<file path="config.mk">
export PLATFORM = sky130hd
export DESIGN_NAME = axi_rd_arbiter
export DESIGN_NICKNAME = d
export VERILOG_FILES = /design/src/rtl/axi_rd_arbiter.sv
export SDC_FILE = /design/constraint.sdc
export NUM_CORES = 1
export LEC_CHECK = 0
export ABC_AREA = 1
export CORE_AREA = 3 3 150 152
export CTS_BUF_LIST = sky130_fd_sc_hd__clkbuf_2 sky130_fd_sc_hd__clkbuf_4 sky130_fd_sc_hd__clkbuf_8
export CTS_CLUSTER_DIAMETER = 40
export DETAILED_ROUTE_END_ITERATION = 12
export DIE_AREA = 0 0 153 155
export SYNTH_ARGS = -nofsm -noshare
export SYNTH_HDL_FRONTEND = slang
export SYNTH_SLANG_ARGS = --single-unit
</file>
<file path="constraint.sdc">
create_clock -name clk_i -period 2.5 [get_ports clk_i]
set_input_delay 0.375 -clock clk_i [delete_from_list [all_inputs] [get_ports clk_i]]
set_output_delay 0.375 -clock clk_i [all_outputs]
set_load 0.1 [all_outputs]
</file>
<file path="src/rtl/axi_rd_arbiter.sv">
// Round-robin arbiter sharing one AXI4 read port among NUM_MASTERS requesters.
// Optional urgent-priority tier is enabled with AXI_RD_ARB_URGENT_EN.
module axi_rd_arbiter #(
   parameter int NUM_MASTERS     = 4,
   parameter int ADDR_WIDTH      = 32,
   parameter int DATA_WIDTH      = 64,
   parameter int ID_WIDTH        = 4,
   parameter int MAX_OUTSTANDING = 8,
   localparam int MW = $clog2(NUM_MASTERS),
   localparam int CW = $clog2(MAX_OUTSTANDING + 1)
) (
   input  logic                             clk_i,
   input  logic                             rst_i,
   input  logic [NUM_MASTERS-1:0]           s_arvalid_i,
   output logic [NUM_MASTERS-1:0]           s_arready_o,
   input  logic [NUM_MASTERS*ADDR_WIDTH-1:0] s_araddr_i,
   input  logic [NUM_MASTERS*ID_WIDTH-1:0]  s_arid_i,
   input  logic [NUM_MASTERS*8-1:0]         s_arlen_i,
`ifdef AXI_RD_ARB_URGENT_EN
   input  logic [NUM_MASTERS-1:0]           s_urgent_i,
`endif
   output logic [NUM_MASTERS-1:0]           s_rvalid_o,
   input  logic [NUM_MASTERS-1:0]           s_rready_i,
   output logic [DATA_WIDTH-1:0]            s_rdata_o,
   output logic [ID_WIDTH-1:0]              s_rid_o,
   output logic [1:0]                       s_rresp_o,
   output logic                             s_rlast_o,
   output logic                             m_arvalid_o,
   input  logic                             m_arready_i,
   output logic [ADDR_WIDTH-1:0]            m_araddr_o,
   output logic [ID_WIDTH+MW-1:0]           m_arid_o,
   output logic [7:0]                       m_arlen_o,
   input  logic                             m_rvalid_i,
   output logic                             m_rready_o,
   input  logic [DATA_WIDTH-1:0]            m_rdata_i,
   input  logic [ID_WIDTH+MW-1:0]           m_rid_i,
   input  logic [1:0]                       m_rresp_i,
   input  logic                             m_rlast_i,
   output logic                             err_o
);

   typedef enum logic {
      IDLE,
      GRANT
   } state_t;

   state_t state_q, state_d;

   logic [MW-1:0] grant_q, grant_d;
   logic [MW-1:0] rr_q, rr_d;
   logic [MW-1:0] pick, cand;
   logic [MW-1:0] r_idx;
   logic [CW-1:0] cnt_q [NUM_MASTERS];

   logic [NUM_MASTERS-1:0] eligible;
   logic [NUM_MASTERS-1:0] req_mask;
   logic [NUM_MASTERS-1:0] ar_inc;
   logic [NUM_MASTERS-1:0] r_dec;

   logic found;
   logic ar_hs;
   logic r_ok;
   logic r_hs_last;
   logic dec_at_zero;
   logic err_set;
   logic err_q;

   always_comb begin
      eligible = '0;
      for (int k = 0; k < NUM_MASTERS; k++) begin
         eligible[k] = s_arvalid_i[k] &&
                       (cnt_q[k] < CW'(MAX_OUTSTANDING));
      end
   end

`ifdef AXI_RD_ARB_URGENT_EN
   logic [NUM_MASTERS-1:0] urgent_elig;

   // Urgent requesters shadow everyone else while any is eligible.
   assign urgent_elig = eligible & s_urgent_i;
   assign req_mask    = (|urgent_elig) ? urgent_elig : eligible;
`else
   assign req_mask = eligible;
`endif

   // First requester after the last winner, wrapping.
   always_comb begin
      pick  = '0;
      cand  = '0;
      found = 1'b0;
      for (int i = 1; i <= NUM_MASTERS; i++) begin
         cand = MW'((int'(rr_q) + i) % NUM_MASTERS);
         if (!found && req_mask[cand]) begin
            found = 1'b1;
            pick  = cand;
         end
      end
   end

   always_ff @(posedge clk_i) begin
      if (rst_i) begin
         state_q <= IDLE;
         grant_q <= '0;
         rr_q    <= MW'(NUM_MASTERS - 1);
      end else begin
         state_q <= state_d;
         grant_q <= grant_d;
         rr_q    <= rr_d;
      end
   end

   always_comb begin
      state_d     = state_q;
      grant_d     = grant_q;
      rr_d        = rr_q;
      m_arvalid_o = 1'b0;
      s_arready_o = '0;
      ar_hs       = 1'b0;
      unique case (state_q)
         IDLE: begin
            if (found) begin
               grant_d = pick;
               state_d = GRANT;
            end
         end
         GRANT: begin
            m_arvalid_o          = s_arvalid_i[grant_q];
            s_arready_o[grant_q] = m_arready_i;
            if (m_arvalid_o && m_arready_i) begin
               ar_hs   = 1'b1;
               rr_d    = grant_q;
               state_d = IDLE;
            end
         end
         default: state_d = IDLE;
      endcase
   end

   assign m_araddr_o = s_araddr_i[int'(grant_q)*ADDR_WIDTH +: ADDR_WIDTH];
   assign m_arlen_o  = s_arlen_i[int'(grant_q)*8 +: 8];
   assign m_arid_o   = {grant_q, s_arid_i[int'(grant_q)*ID_WIDTH +: ID_WIDTH]};

   assign r_idx = m_rid_i[ID_WIDTH +: MW];
   assign r_ok  = (int'(r_idx) < NUM_MASTERS);

   // Beats for a nonexistent master are swallowed so the channel never stalls.
   always_comb begin
      s_rvalid_o = '0;
      m_rready_o = 1'b1;
      if (r_ok) begin
         s_rvalid_o[r_idx] = m_rvalid_i;
         m_rready_o        = s_rready_i[r_idx];
      end
   end

   assign s_rdata_o = m_rdata_i;
   assign s_rid_o   = m_rid_i[ID_WIDTH-1:0];
   assign s_rresp_o = m_rresp_i;
   assign s_rlast_o = m_rlast_i;

   assign r_hs_last = m_rvalid_i && m_rready_o && m_rlast_i;

   always_comb begin
      ar_inc      = '0;
      r_dec       = '0;
      dec_at_zero = 1'b0;
      for (int k = 0; k < NUM_MASTERS; k++) begin
         ar_inc[k] = ar_hs && (grant_q == MW'(k));
         r_dec[k]  = r_hs_last && r_ok && (r_idx == MW'(k));
         if (r_dec[k] && (cnt_q[k] == '0)) begin
            dec_at_zero = 1'b1;
         end
      end
   end

   assign err_set = (m_rvalid_i && !r_ok) || dec_at_zero;

   always_ff @(posedge clk_i) begin
      if (rst_i) begin
         for (int k = 0; k < NUM_MASTERS; k++) begin
            cnt_q[k] <= '0;
         end
      end else begin
         for (int k = 0; k < NUM_MASTERS; k++) begin
            unique case ({ar_inc[k], r_dec[k]})
               2'b10: cnt_q[k] <= cnt_q[k] + 1'b1;
               2'b01: begin
                  if (cnt_q[k] != '0) begin
                     cnt_q[k] <= cnt_q[k] - 1'b1;
                  end
               end
               default: cnt_q[k] <= cnt_q[k];
            endcase
         end
      end
   end

   always_ff @(posedge clk_i) begin
      if (rst_i) begin
         err_q <= 1'b0;
      end else if (err_set) begin
         err_q <= 1'b1;
      end
   end

   assign err_o = err_q;

endmodule

</file>
==> impl_metrics.tcl <==
set metrics [dict create \
    drtPass1Iterations 5 \
    yosys-top-cells-area "a22oi_1 (17%), buf_4 (15%), edfxtp_1 (14%)" \
    max_cap_violations 0 \
    syn_nets 790 \
    wl_mm 16.04 \
    clkSlewWorstSetupHoldPaths_ns 0.09 \
    syn2layout_area_growth_pct 99.75 \
    grt_pass1_vias 4016 \
    drc_errors 0 \
    slew_headroom_pct 63.12 \
    finalMaxSlewViolations 0 \
    drive_gt1_share_pct 26.49 \
    clock_latency_ns 0.27 \
    finalHoldViolCount 0 \
    final_area_um2 6875 \
    grt_use_total_pct 12.41 \
    cts_tree "yes" \
    skew_ns 0.007906 \
    cpMostUsedCell "nand2_2" \
    whs_path_depth 1 \
    gp_congestion 0.8227 \
    setup_ws_ns -0.02044 \
    p_leak_nw 2.895 \
    ant_nets 0 \
    hold_class "register to register" \
    synth-seq-cells 22 \
    grt_pass1_wl_mm 23.58 \
    fp.dieArea_um2 23720 \
    multi_input_area_um2 2283 \
    slowest_delay_ns 0.40 \
    cp-start-kind "register" \
    cts_buffers 3 \
    worst_slew_pin_slew_ns 0.5531 \
    fin_crit_sh_pct 100.8 \
    cts_root_buf "clkbuf_8" \
    rows 53 \
    portBuffers 248 \
    initialDrtViolationCount 194 \
    die_w_um 153 \
    path_cells "inv_4 -> nand2_4 -> inv_4 -> nand2_2 -> nand2_2 -> a21oi_4 -> nand2_2 -> nand3_4 -> nor2_4 -> inv_1 -> ha_2 -> nand2_4 -> nor2_4 -> ha_4 -> a21oi_2 -> nand2_1 -> xor2_1 -> or2_4 -> a21oi_2" \
    worstSetupPathType "register to register" \
    register_area_um2 608.1 \
    detailroute.via_count 4157 \
    yosysTopAreaCellShare_pct 17.01 \
    ctsHoldBuffers 0 \
    crit_required_ns 2.64 \
    peakVddDrop_uv 756.8 \
    clock_path_buffers 2 \
    power.density_nw_per_um2 1124 \
    worstPathArrival_ns 2.66 \
    outcome "finished, violations left" \
    fillers 2207 \
    rsz0062_at_grt "yes" \
    dpl_cell_area_um2 6716 \
    placeableCoreArea_um2 21150 \
    boundaryPins 389 \
    fin_crit_ns 2.520 \
    slowest_stage "dfxtp_4" \
    cts_num_sinks 22 \
    reg2reg_depth 19 \
    htree_levels 1 \
    dpl.hpwl_mm 13.48 \
    clock.fmax_mhz 396.8 \
    syn_inst 510 \
    worst_setup_path_end_kind "register" \
    wl_per_cell_um 16.11 \
    mostFrequentLayoutCell "clkdlybuf4s50_1" \
    violations "negative setup slack" \
    synth-seq-area-share_pct 17.45 \
    grt_max_degree 45 \
    crit_path_max_fanout 4 \
    setup_viol 1 \
    fin_nets 1002 \
    synthesis.area_um2 3442 \
    yosysUniqueCellTypes 34 \
    syn_avg_cell_area_um2 6.749 \
    start_util_pct 16.27 \
    antenna_cells 0 \
    final_cell_mix "clkdlybuf4s50_1 (185), nand2_1 (100), a22oi_1 (78)" \
    yosys.area.top_type "a22oi_1" \
    utilization_pct 32.50 \
    overflow 0 \
    antenna_found_initial 0 \
    routed_via_density 4.174 \
    yosysWarnings 0 \
    die_h_um 155 \
]
==> timing repair <==
item	in CTS	in global routing
cloned	0	0
pin swaps	9	7
buffers inserted	5	1
resized for setup	8	20
setup endpoints to repair	13	19
hold endpoints to repair	0	0
==> routing by layer <==
metal,wire (µm),global-route usage [%],vias up,part of all wire [%]
li1,-,-,2079,-
met4,599,4.625,0,3.7
met5,0,0,-,0
met3,1607,4.673,44,10
met2,7850,20.93,154,49
met1,5982,14.39,1880,37
==> cell type report <==
cell class	count	share of cell area, %
inverters	52	2.985
clock inverters	1	0.05460
well taps	275	5.005
flip-flops and latches	22	8.844
clock buffers	3	0.6005
repair buffers	296	49.30
multi-input cells	347	33.21
==> path summary, 6_finish.rpt <==
path	startpoint	to	slack, ns
max	grant_q[1]	cnt_q[0][3]	-0.02
min	cnt_q[2][0]	cnt_q[2][0]	0.56
max reg2reg	grant_q[1]	cnt_q[0][3]	-0.02
min reg2reg	cnt_q[2][0]	cnt_q[2][0]	0.56
==> logic make-up after synthesis <==
group,after synthesis,share of synthesized area [%]
AOI/OAI and AO/OA,100,20.83
and+or+nand+nor,218,27.92
DFF,22,17.45
buffers and inverters,141,23.70
xor gates and xnor gates,10,2.545
adders and majority gates,19,7.561
==> state kept, by name (all words and copies together) (netlist names) <==
| signal | count |
|---|---|
| cnt_q | 16 |
| err_o | 1 |
| grant_q | 2 |
| rr_q | 2 |
| state_q | 1 |
==> report_power, final <==
part | leakage, nW | switching [mW] | internal, mW
clock | 0.0231 | 0.125 | 0.110
sequential | 0.215 | 0.0685 | 0.457
combinational | 2.66 | 4.56 | 2.41
==> synth_stat cells <==
cell	n
a211oi_1	1
a21oi_1	6
a21oi_2	1
a22oi_1	78
a31oi_2	1
buf_2	4
buf_4	71
buf_6	1
clkbuf_1	13
dfxtp_1	6
edfxtp_1	16
fa_1	3
ha_1	16
inv_1	45
inv_2	5
inv_4	1
inv_6	1
nand2_1	108
nand2_2	11
nand2_4	1
nand3_1	41
nand3_2	1
nand3_4	1
nand4_1	2
nor2_1	44
nor2_2	4
nor2_4	2
nor3_1	1
o211ai_1	2
o21ai_0	10
o21bai_1	1
or2_2	2
xnor2_1	1
xor2_1	9
==> stage by stage <==
stage          instances  total power, mW  setup slack (ns)    TNS [ns]  hold slack [ns]
2_1_floorplan        510            5.273           -0.8199      -14.83           0.4474
3_3_place_gp         987            7.473           -0.4785      -7.571           0.5459
3_5_place_dp         987            7.486           -0.5427      -8.927           0.5521
4_1_cts              996            7.760        -0.0002414  -0.0002414           0.5651
5_1_grt              996            8.037           -0.1853     -0.4440           0.5885
6_report             996            7.731          -0.02044    -0.02044           0.5623
==> critical path: cells and delay by family (launching register included) <==
kind	cells	cell delay, ns
fa+ha+maj	2	0.40
xor+xnor	1	0.17
compound gates	3	0.35
simple gates	10	0.95
flops	1	0.40
buf+inv	3	0.12
Power figures use the tool's default switching activity.
